[src/rtl/watch_pkg.sv]
// Shared types and limits for the watch front-end and the timekeeper datapath.
package watch_pkg;

    typedef enum logic [1:0] {
        MODE_RUN   = 2'd0,
        MODE_SET_H = 2'd1,
        MODE_SET_M = 2'd2,
        MODE_SET_S = 2'd3
    } watch_mode_t;

    localparam logic [5:0] MAX_HOUR    = 6'd23;
    localparam logic [5:0] MAX_MIN_SEC = 6'd59;

endpackage

[src/rtl/btn_debounce.sv]
// Synchronizes a raw button, accepts a new level after DEBOUNCE_CYCLES stable
// cycles and emits a one-cycle pulse on each accepted press.
module btn_debounce #(
    parameter int DEBOUNCE_CYCLES = 1_000_000
) (
    input  logic clk,
    input  logic rst,
    input  logic btn_raw,
    output logic level,
    output logic press
);

    localparam int CW = (DEBOUNCE_CYCLES > 1) ? $clog2(DEBOUNCE_CYCLES) : 1;
    localparam logic [CW-1:0] CNT_LAST = CW'(DEBOUNCE_CYCLES - 1);

    logic          sync_p0;
    logic          sync_p1;
    logic [CW-1:0] cnt;

    always_ff @(posedge clk) begin
        if (rst) begin
            sync_p0 <= 1'b0;
            sync_p1 <= 1'b0;
            cnt     <= '0;
            level   <= 1'b0;
            press   <= 1'b0;
        end else begin
            sync_p0 <= btn_raw;
            sync_p1 <= sync_p0;
            press   <= 1'b0;
            // cnt counts consecutive cycles the synchronized input disagrees with level
            if (sync_p1 == level) begin
                cnt <= '0;
            end else if (cnt == CNT_LAST) begin
                cnt   <= '0;
                level <= sync_p1;
                press <= sync_p1;
            end else begin
                cnt <= cnt + 1'b1;
            end
        end
    end

endmodule

[src/rtl/watch_set_ctrl.sv]
// Edit-mode sequencer for the hh:mm:ss timekeeper: debounced buttons, clamped
// load commands, display blink blanking and inactivity return to RUN.
module watch_set_ctrl #(
    parameter int DEBOUNCE_CYCLES = 1_000_000,
    parameter int TIMEOUT_S       = 30
) (
    input  logic       clk,
    input  logic       rst,
    input  logic       mode_btn,
    input  logic       set_btn,
    input  logic [5:0] val,
    input  logic       tick_1hz,
    output logic [1:0] mode,
    output logic       run_en,
    output logic       load_stb,
    output logic [1:0] load_field,
    output logic [5:0] load_val,
    output logic       presc_clr,
    output logic [2:0] field_blank
);

    import watch_pkg::*;

    localparam int IW = $clog2(TIMEOUT_S + 1);
    localparam logic [IW-1:0] IDLE_LAST = IW'(TIMEOUT_S - 1);
    localparam logic [IW-1:0] IDLE_SAT  = IW'(TIMEOUT_S);

    function automatic logic [5:0] clamp_val(watch_mode_t f, logic [5:0] v);
        logic [5:0] lim;
        lim = (f == MODE_SET_H) ? MAX_HOUR : MAX_MIN_SEC;
        return (v > lim) ? lim : v;
    endfunction

    watch_mode_t   state;
    watch_mode_t   next_state;
    logic [IW-1:0] idle_cnt;
    logic          blink_phase;
    logic          mode_press;
    logic          set_press;
    logic          mode_level;
    logic          set_level;
    logic          commit;
    logic          timed_out;

    btn_debounce #(.DEBOUNCE_CYCLES(DEBOUNCE_CYCLES)) u_mode_db (
        .clk     (clk),
        .rst     (rst),
        .btn_raw (mode_btn),
        .level   (mode_level),
        .press   (mode_press)
    );

    btn_debounce #(.DEBOUNCE_CYCLES(DEBOUNCE_CYCLES)) u_set_db (
        .clk     (clk),
        .rst     (rst),
        .btn_raw (set_btn),
        .level   (set_level),
        .press   (set_press)
    );

    // Any accepted press in the same cycle as the final tick keeps the edit alive
    always_comb begin
        next_state = state;
        commit     = 1'b0;
        timed_out  = 1'b0;
        if (mode_press) begin
            next_state = watch_mode_t'(state + 2'd1);
        end else if (state != MODE_RUN) begin
            if (set_press) begin
                commit = 1'b1;
            end else if (tick_1hz && idle_cnt == IDLE_LAST) begin
                timed_out  = 1'b1;
                next_state = MODE_RUN;
            end
        end
    end

    always_ff @(posedge clk) begin
        if (rst) begin
            state       <= MODE_RUN;
            idle_cnt    <= '0;
            blink_phase <= 1'b1;
            load_stb    <= 1'b0;
            load_field  <= 2'd0;
            load_val    <= 6'd0;
            presc_clr   <= 1'b0;
        end else begin
            state     <= next_state;
            load_stb  <= commit;
            presc_clr <= (next_state == MODE_RUN) && (state != MODE_RUN);
            if (commit) begin
                load_field <= state;
                load_val   <= clamp_val(state, val);
            end
            if (state == MODE_RUN || next_state != state || mode_press || set_press) begin
                idle_cnt <= '0;
            end else if (tick_1hz && idle_cnt != IDLE_SAT) begin
                idle_cnt <= idle_cnt + 1'b1;
            end
            if (state == MODE_RUN || next_state != state) begin
                blink_phase <= 1'b1;
            end else if (tick_1hz) begin
                blink_phase <= ~blink_phase;
            end
        end
    end

    always_comb begin
        field_blank = 3'b000;
        if (!blink_phase) begin
            case (state)
                MODE_SET_H: field_blank = 3'b100;
                MODE_SET_M: field_blank = 3'b010;
                MODE_SET_S: field_blank = 3'b001;
                default:    field_blank = 3'b000;
            endcase
        end
    end

    assign mode   = state;
    assign run_en = (state == MODE_RUN);

endmodule

[config.mk]
export PLATFORM = sky130hd
export DESIGN_NAME = watch_set_ctrl
export DESIGN_NICKNAME = d
export VERILOG_FILES = /design/src/rtl/watch_pkg.sv /design/src/rtl/btn_debounce.sv /design/src/rtl/watch_set_ctrl.sv
export SDC_FILE = /design/constraint.sdc
export NUM_CORES = 1
export LEC_CHECK = 0
export CAP_MARGIN = 20
export CORE_AREA = 2 2 102 75
export CTS_CLUSTER_DIAMETER = 40
export DETAILED_ROUTE_END_ITERATION = 16
export DIE_AREA = 0 0 104 77
export GPL_TIMING_DRIVEN = 0
export HOLD_SLACK_MARGIN = 0.12
export MAX_ROUTING_LAYER = met4
export PLACE_DENSITY = 0.71
export SYNTH_ARGS = -nofsm -noshare
export SYNTH_HDL_FRONTEND = slang
export SYNTH_SLANG_ARGS = --single-unit
[constraint.sdc]
create_clock -name clk -period 2.1 [get_ports clk]
set_input_delay 0.315 -clock clk [delete_from_list [all_inputs] [get_ports clk]]
set_output_delay 0.315 -clock clk [all_outputs]
set_load 0.01 [all_outputs]
# Yosys cells after proc, flatten, opt, wreduce, memory -nomap -nowiden
# Index checks and enable logic that the tools add are counted.
dict set report word_totals {
  inputBits 11
  register_bits 66
}
dict set report classes {
  n_reduce_logical 17
  n_lt_le_gt_ge 1
  eq_ne 10
  mux 11
  n_bitwise 5
  add_sub_neg 4
}
# operator count
set ops {}
lappend ops {{$add 20x1->20 const B} 2}
lappend ops {{$eq 20x20->1 const B} 2}
lappend ops {{$mux 6} 2}
lappend ops {{$reduce_or 3->1} 4}
lappend ops {{$pmux 3 s3} 1}
lappend ops {{$mux 2} 4}
lappend ops {{$gt 6x6->1} 1}
lappend ops {{$add 5x1->5 const B} 1}
lappend ops {{$eq 5x5->1 const B} 1}
lappend ops {{$ne 5x5->1 const B} 1}
lappend ops {{$not 1->1} 5}
lappend ops {{$eq 2x2->1 const B} 2}
lappend ops {{$logic_not 2->1} 2}
lappend ops {{$reduce_and 2->1} 2}
lappend ops {{$reduce_or 2->1} 2}
lappend ops {{$logic_and 1x1->1} 3}
lappend ops {{$logic_or 1x1->1} 3}
lappend ops {{$mux 1} 3}
lappend ops {{$mux 3} 1}
lappend ops {{$add 2x1->2 const B} 1}
lappend ops {{$eq 1x1->1} 2}
lappend ops {{$eq 2x1->1 const B} 1}
lappend ops {{$ne 2x2->1} 1}
lappend ops {{$reduce_bool 2->1} 1}

# Longest topological paths before layout
# Gate-level depths: netlist of the first run.
dict set report logic_depth {
  ltp_word 11
  depth_mapped 8
  depth_no_buf 8
}

# Modules after synthesis
# Synthesis of the first run repeated with hierarchy kept, for this count alone.
dict set report unflattened {
  hier_cells 354
  hier_area_um2 3119.2
}
# module cells_each instances seq_area_each_um2 area_per_inst_um2
set modules_own_cells {}
lappend modules_own_cells {btn_debounce 123 2 480.5 1079.8}
lappend modules_own_cells {watch_set_ctrl 108 1 360.3 959.7}

# Least setup slack after synthesis of the first run
# OpenSTA, ideal clock, no wires.
dict set report synth_timing {
  kind {flip-flop to flip-flop}
  startpoint {reg state[0], in the netlist mode[0]}
  endpoint {reg load_val[3]}
  arrival_time_ns 1.987
  synth_period_minus_slack_ns 2.078
  t_required_ns 2.009
  path_buffers 1
  path_slack_ns 0.022
  path_stages_with_launch 7
  path_cell_list {dfxtp_1 inv_1 ha_1 clkbuf_1 nor3b_1 nor2_1 a311oi_1}
}
dict set report synth_between {
  elab_chain_cells 4
  elab_cells_between_ends 7
  cone_classes {1 x order compare; 1 x eq/ne; 4 x mux; 1 x reduce/logical}
}
# item line
set synth_lines {}
lappend synth_lines {{from (decl)} watch_set_ctrl.sv:34} ;# watch_mode_t state;
lappend synth_lines {{from (signal assigned)} watch_set_ctrl.sv:88} ;# state <= next_state;
lappend synth_lines {{$eq 2x1->1} watch_set_ctrl.sv:30} ;# lim = (f == MODE_SET_H) ? MAX_HOUR : MAX_MIN_SEC;
lappend synth_lines {{$mux 6} watch_set_ctrl.sv:30}
lappend synth_lines {{$gt 6x6->1} watch_set_ctrl.sv:31} ;# return (v > lim) ? lim : v;
lappend synth_lines {{$mux 6} watch_set_ctrl.sv:31}
lappend synth_lines {{to (signal assigned)} watch_set_ctrl.sv:93} ;# load_val <= clamp_val(state, val);
lappend synth_lines {{to (decl)} watch_set_ctrl.sv:17} ;# output logic [5:0] load_val,
# Several ways; a longest one is shown, not always the timed one.
# A chain may end at the register's enable or synchronous reset.

# Worst setup path after layout of the first run
dict set report layout_timing {
  startpoint {reg state[1], in the netlist mode[1]}
  endpoint {reg load_val[3]}
}
# The elaborated chain is that of the path after synthesis.

==> results.toml, run 1 <==
[detailed_routing]
routed_via_density = 5.28
drt_iter0_drc = 135
drt_first_pass_iters = 4
vias = 2617
drt-wirelength-per-cell_um = 12.9
ant_nets = 0
drc = 0
wl_um = 6390

[worst_setup_path]
required_ns = 2.34
worstPathCellList = "inv_1 -> ha_2 -> ha_1 -> a21oi_1 -> o21ba_2 -> or3_1 -> a311oi_1"
reg2reg_slack_ns = 0.09
crit_path_top_delay_cell = "dfxtp_4"
crit_path_max_incr_delay_ns = 0.39
r2r-end = "load_val[3]"
crit_start = "mode[1]"
path_class = "flip-flop to flip-flop"
timing.reg2reg.worst_path_depth = 7
critPathArrivalTime_ns = 2.25
cp_max_fo = 8
reg2reg_from = "mode[1]"
cp-start-kind = "flip-flop"
critPathCaptureType = "flip-flop"

[timing]
setup_viol = 0
final_hold_viol_count = 0
max_freq_mhz = 497
slew_headroom_pct = 57.7
fin_setup_tns_ns = 0
clock_skew_ns = 0.00858
period_share_pct = 95.8
tightest_slew_ns = 0.629
period_needed_ns = 2.01
drv_slew = 0

[yosys]
synth_cell_type_count = 45
synth_fp_nets = 382
async_reset_ff_share_pct = 0
ys_warn_count = 0
synth-seq-area-share_pct = 43.1
synth_seq_cells = 66
synth_top_flop_cell = "dfxtp_1"
syn_area_per_cell_um2 = 8.57
synthesis.instances = 358
synth_edf_count = 0
netlist_area_um2 = 3070

[cells_and_area]
fin_cells = 496
layout_commonest_cell = "dfxtp_1"
final_cell_mix = "dfxtp_1, nor2_1, clkdlybuf4s50_1, a21oi_1, nand3_1"
num_antenna_cells = 0
synthToLayoutAreaGrowth_pct = 19.6
drive_gt1_share_pct = 8.79
design_area_um2 = 3670
layout.nets = 419
fill_cells = 688

[die]
start_util_pct = 43.6
die_w_um = 104
fp.dieH_um = 77
core_area_um2 = 7030
die-area_um2 = 8010
row_count = 26
ios = 27

[worst_hold_path]
hold_end = "idle_cnt[2]"
min_delay_path_depth = 3
hp-class = "input pin to flip-flop"
min-delay-start = "tick_1hz"

[grt]
grt_pass1_vias = 2495
grt_overflow = 0
grt_pass1_wl_um = 11200
grt_max_degree = 11
grt_usage_pct = 17.3
antenna_found_initial = 0

[cts]
clock_path_buffers = 2
clk_latency_ns = 0.33
cts.sinks = 66
htree_levels = 3
root_buffer = "clkbuf_8"
numCtsBuffers = 9
cts_tree = "built"
path_clk_slew_ns = 0.07
cts_hold_buf = 0

[run_status]
outcome = "finished clean"

[pwr]
leakagePower_nw = 1.12
report.power.total_mw = 2.19
p_per_area_nw_per_um2 = 598
vdd_drop_max_uv = 380

[placement]
place_inst = 481
place.gp.congestion = 0.869
dp_hpwl_um = 4420
place_area_um2 = 3440
portBuffers = 25

[job]
cap_violations = 0
## critical path: cells and delay by family (launching register included)
kind                     cells  cell delay [ns]
adder cells (fa/ha/maj)      2             0.50
AND/OR/NAND/NOR              1             0.37
buffers and inverters        1             0.09
AO/OA/AOI/OAI                3             0.58
flip-flops                   1             0.39
## synthesized netlist by cell type, types with 2 or more instances
cell type	count	area [um2]
o21ai_0	14	70.1
dfxtp_1	66	1320
buf_2	2	10.0
nor2b_1	8	50.1
or3_1	7	43.8
o31ai_1	4	30.0
nor3_1	12	60.1
a21oi_1	20	100
nor2_1	47	176
xor2_1	12	105
nand3_1	19	95.1
ha_1	13	163
nand4_1	16	100
xnor2_1	15	131
or4_1	8	60.1
or3_2	2	15.0
nor3b_1	2	15.0
and4_1	3	26.3
nand3b_1	2	15.0
nor4b_1	4	35.0
nand2_1	18	67.6
a311oi_1	3	26.3
nand2b_1	2	12.5
inv_1	16	60.1
clkbuf_1	11	41.3
nor4_1	7	43.8
and3_1	4	25.0
and2_1	3	18.8
a31oi_1	2	12.5
## cells by family after synthesis
group	after synthesis	share of synthesized area, %
XOR/XNOR	27	7.71
buffers and inverters	29	3.63
AO/OA/AOI/OAI	53	10.5
adder cells (fa/ha/maj)	13	5.30
multiplexers	1	0.367
AND/OR/NAND/NOR	169	29.4
flip-flops	66	43.1
## what timing repair did
action	4_1_cts	5_1_grt
setup buffers	0	2
pin swaps	0	1
setup endpoints to repair	24	22
resized for setup	6	11
## through the flow
step,util [%],hold WS [ns],setup WS [ns]
finish,52.2,0.429,0.0889
global route,52.2,0.461,-0.00285
CTS,51.5,0.414,0.00134
detailed placement,48.9,0.426,-0.379
global placement,48.9,0.424,-0.334
floorplan,-,0.414,0.0223
## registers in the layout (all words and copies together), names as in the netlist, 2 cells and up
signal,cells
idle_cnt,5
load_field,2
load_val,6
mode,2
u_mode_db.cnt,20
u_set_db.cnt,20
## worst max path at each step
stage,to,depth (start not counted),slack (ns)
after floorplan,load_val[3],6,0.02
after global placement,load_val[5],6,-0.33
after detailed placement,load_val[5],6,-0.38
after CTS,u_set_db.cnt[18],6,0.001
after global routing,load_val[3],7,-0.003
final,load_val[3],7,0.09
## cell type report
class                      instances  area [um2]  share of cell area (%)
buffer                            12        47.5                    1.30
tap                               98         123                    3.34
sequential                        66        1330                    36.3
clock buffer                      14         153                    4.16
timing repair buffer              27         268                    7.30
multi-input combinational        263        1690                    46.0
inverter                          16        60.1                    1.64
## power by group
part,leakage [nW],internal (mW),switching [mW],total [mW]
combinational,0.503,0.0270,0.0297,0.0567
clock,0.0766,0.450,0.429,0.879
sequential,0.535,1.26,0.00307,1.26
total,1.12,1.73,0.462,2.19
## per-layer routing
metal	global-route usage [%]	vias to the layer above	routed length, um
met3	6.63	6	368
met2	24.9	57	2730
met1	22.8	1206	3240
li1	-	1348	-
met4	4.59	0	48
met5	-	-	0
Note: power is estimated with default switching activity, not from simulation.
==> run 2, diff against run 1 <==
Settings changed: CORE_AREA 2 2 102 75 to 2 2 93 68, DIE_AREA 0 0 104 77 to 0 0 95 70, PLACE_DENSITY 0.71 to 0.83.
==> results.toml, run 2 (synthesis results as in run 1) <==
[pwr]
p_per_area_nw_per_um2 = 639
leakagePower_nw = 1.10
pwr-share-seq_pct = 54.0
p_sw_share_pct = 21.6
p_int_mw = 1.83
vdd_drop_max_uv = 449
report.power.total_mw = 2.33
power_frac_comb_pct = 2.4
switchingPower_uw = 504
pwr-share-clk_pct = 43.6

[placement]
place_inst = 461
place_area_um2 = 3410
place.gp.congestion = 0.946
portBuffers = 25
dpl_worst_slack_ns = -0.335
dp_hpwl_um = 4510

[grt]
grt_usage_pct = 21.5
antenna_found_initial = 0
grt_pass1_wl_um = 10900
grt_max_degree = 12
grt_overflow = 0
grt_pass1_vias = 2580

[cells_and_area]
fill_cells = 518
drive_gt1_share_pct = 9.05
num_antenna_cells = 0
final_cell_mix = "dfxtp_1, nor2_1, clkdlybuf4s50_1, a21oi_1, nand3_1"
layout_commonest_cell = "dfxtp_1"
fin_cells = 476
largestRegisters = "u_mode_db.cnt (20), u_set_db.cnt (20), load_val (6)"
synthToLayoutAreaGrowth_pct = 18.9
post-route-util_pct = 61.6
design_area_um2 = 3650
layout.nets = 417

[cts]
root_buffer = "clkbuf_8"
post_cts_buffers = 0
cts.sinks = 66
htree_levels = 3
path_clk_slew_ns = 0.07
cts_tree = "built"
numCtsBuffers = 9
clk_latency_ns = 0.34
clock_path_buffers = 2

[timing]
max_freq_mhz = 496
rsz0062_at_grt = "no"
final_hold_viol_count = 0
period_needed_ns = 2.01
tightest_slew_ns = 0.638
fin_ws_ns = 0.0858
setup_viol = 0
timing.hold.ws_ns = 0.432
fin_setup_tns_ns = 0
period_share_pct = 95.9
clock_skew_ns = 0.00621
drv_slew = 0
slew_headroom_pct = 57.3

[detailed_routing]
top_layer = "met4"
wl_um = 6440
wl_met3_um = 404
wirelength_met1_um = 3050
routed_via_density = 5.59
wl_met2_um = 2860
drt_iter0_drc = 174
drt_first_pass_iters = 4
drc = 0
vias = 2659
drt-wirelength-per-cell_um = 13.5
ant_nets = 0

[die]
core_area_um2 = 5920
start_util_pct = 51.8
fp.dieH_um = 70
row_count = 24
ios = 27
die_w_um = 95
die-area_um2 = 6650

[worst_setup_path]
critPathArrivalTime_ns = 2.29
cp_max_fo = 9
crit_path_max_incr_delay_ns = 0.69
cp-start-kind = "flip-flop"
crit_path_top_delay_cell = "or4_1"
required_ns = 2.38
worstPathCellList = "nand4_1 -> or4_1 -> or3_1 -> a21oi_1"
critPathCaptureType = "flip-flop"
path_class = "flip-flop to flip-flop"

[worst_hold_path]
hp-class = "input pin to flip-flop"

[job]
cap_violations = 0

[run_status]
outcome = "finished clean"
## run 2: cell count changes in the layout (fill, tap and decap cells not counted), moves of 2 or more
cell,previous run,this run
clkinvlp_4,0,2
clkinv_2,0,2
clkbuf_1,14,12
buf_4,2,0
## run 2: power groups by stage
stage	sequential [mW]	clock, mW	combinational (mW)
after floorplan	1.29	0	0.0277
final	1.26	1.02	0.0568
after global placement	1.29	0	0.0539
after CTS	1.26	1.04	0.0566
after detailed placement	1.29	0	0.0563
after global routing	1.26	1.10	0.0622
## run 2: metal layers
metal	GRT usage [%]	vias up
met5	-	-
met4	9.98	0
met3	7.87	15
met2	32.8	76
met1	25.1	1230
li1	-	1338
## run 2: final timing paths
path | from | end | slack, ns | cells past startpoint
worst max register to register | u_mode_db.cnt[2] | u_mode_db.cnt[19] | 0.09 | 4
worst min register to register | u_mode_db.sync_p0 | u_mode_db.sync_p1 | 0.44 | 1
worst max-delay path | u_mode_db.cnt[2] | u_mode_db.cnt[19] | 0.09 | 4
worst min-delay path | tick_1hz | idle_cnt[2] | 0.43 | 3
## run 2: timing repair
action,in CTS,in global routing
resized for setup,6,8
pin swaps,0,0
hold buffers,0,0
setup endpoints to repair,25,20
hold endpoints to repair,0,0
## run 2: cell type report
type	instances	area [um2]	area share, %
multi-input combinational	263	1670	45.9
sequential	66	1330	36.5
clock inverter	5	55.1	1.51
timing repair buffer	25	250	6.86
tap	78	97.6	2.68
buffer	12	47.5	1.30
inverter	16	60.1	1.65
clock buffer	11	131	3.60
## run 2: worst max-delay path, delay by kind of cell, from the launching register on
family           cells  cell delay (ns)
AND/OR/NAND/NOR      3             1.38
flip-flops           1             0.44
AO/OA/AOI/OAI        1             0.13
==> run 3, diff against run 2 <==
Settings changed: ABC_AREA from default to 0.
==> results of run 3 <==
Final layout, timing and power as in run 2 (identical DEF).
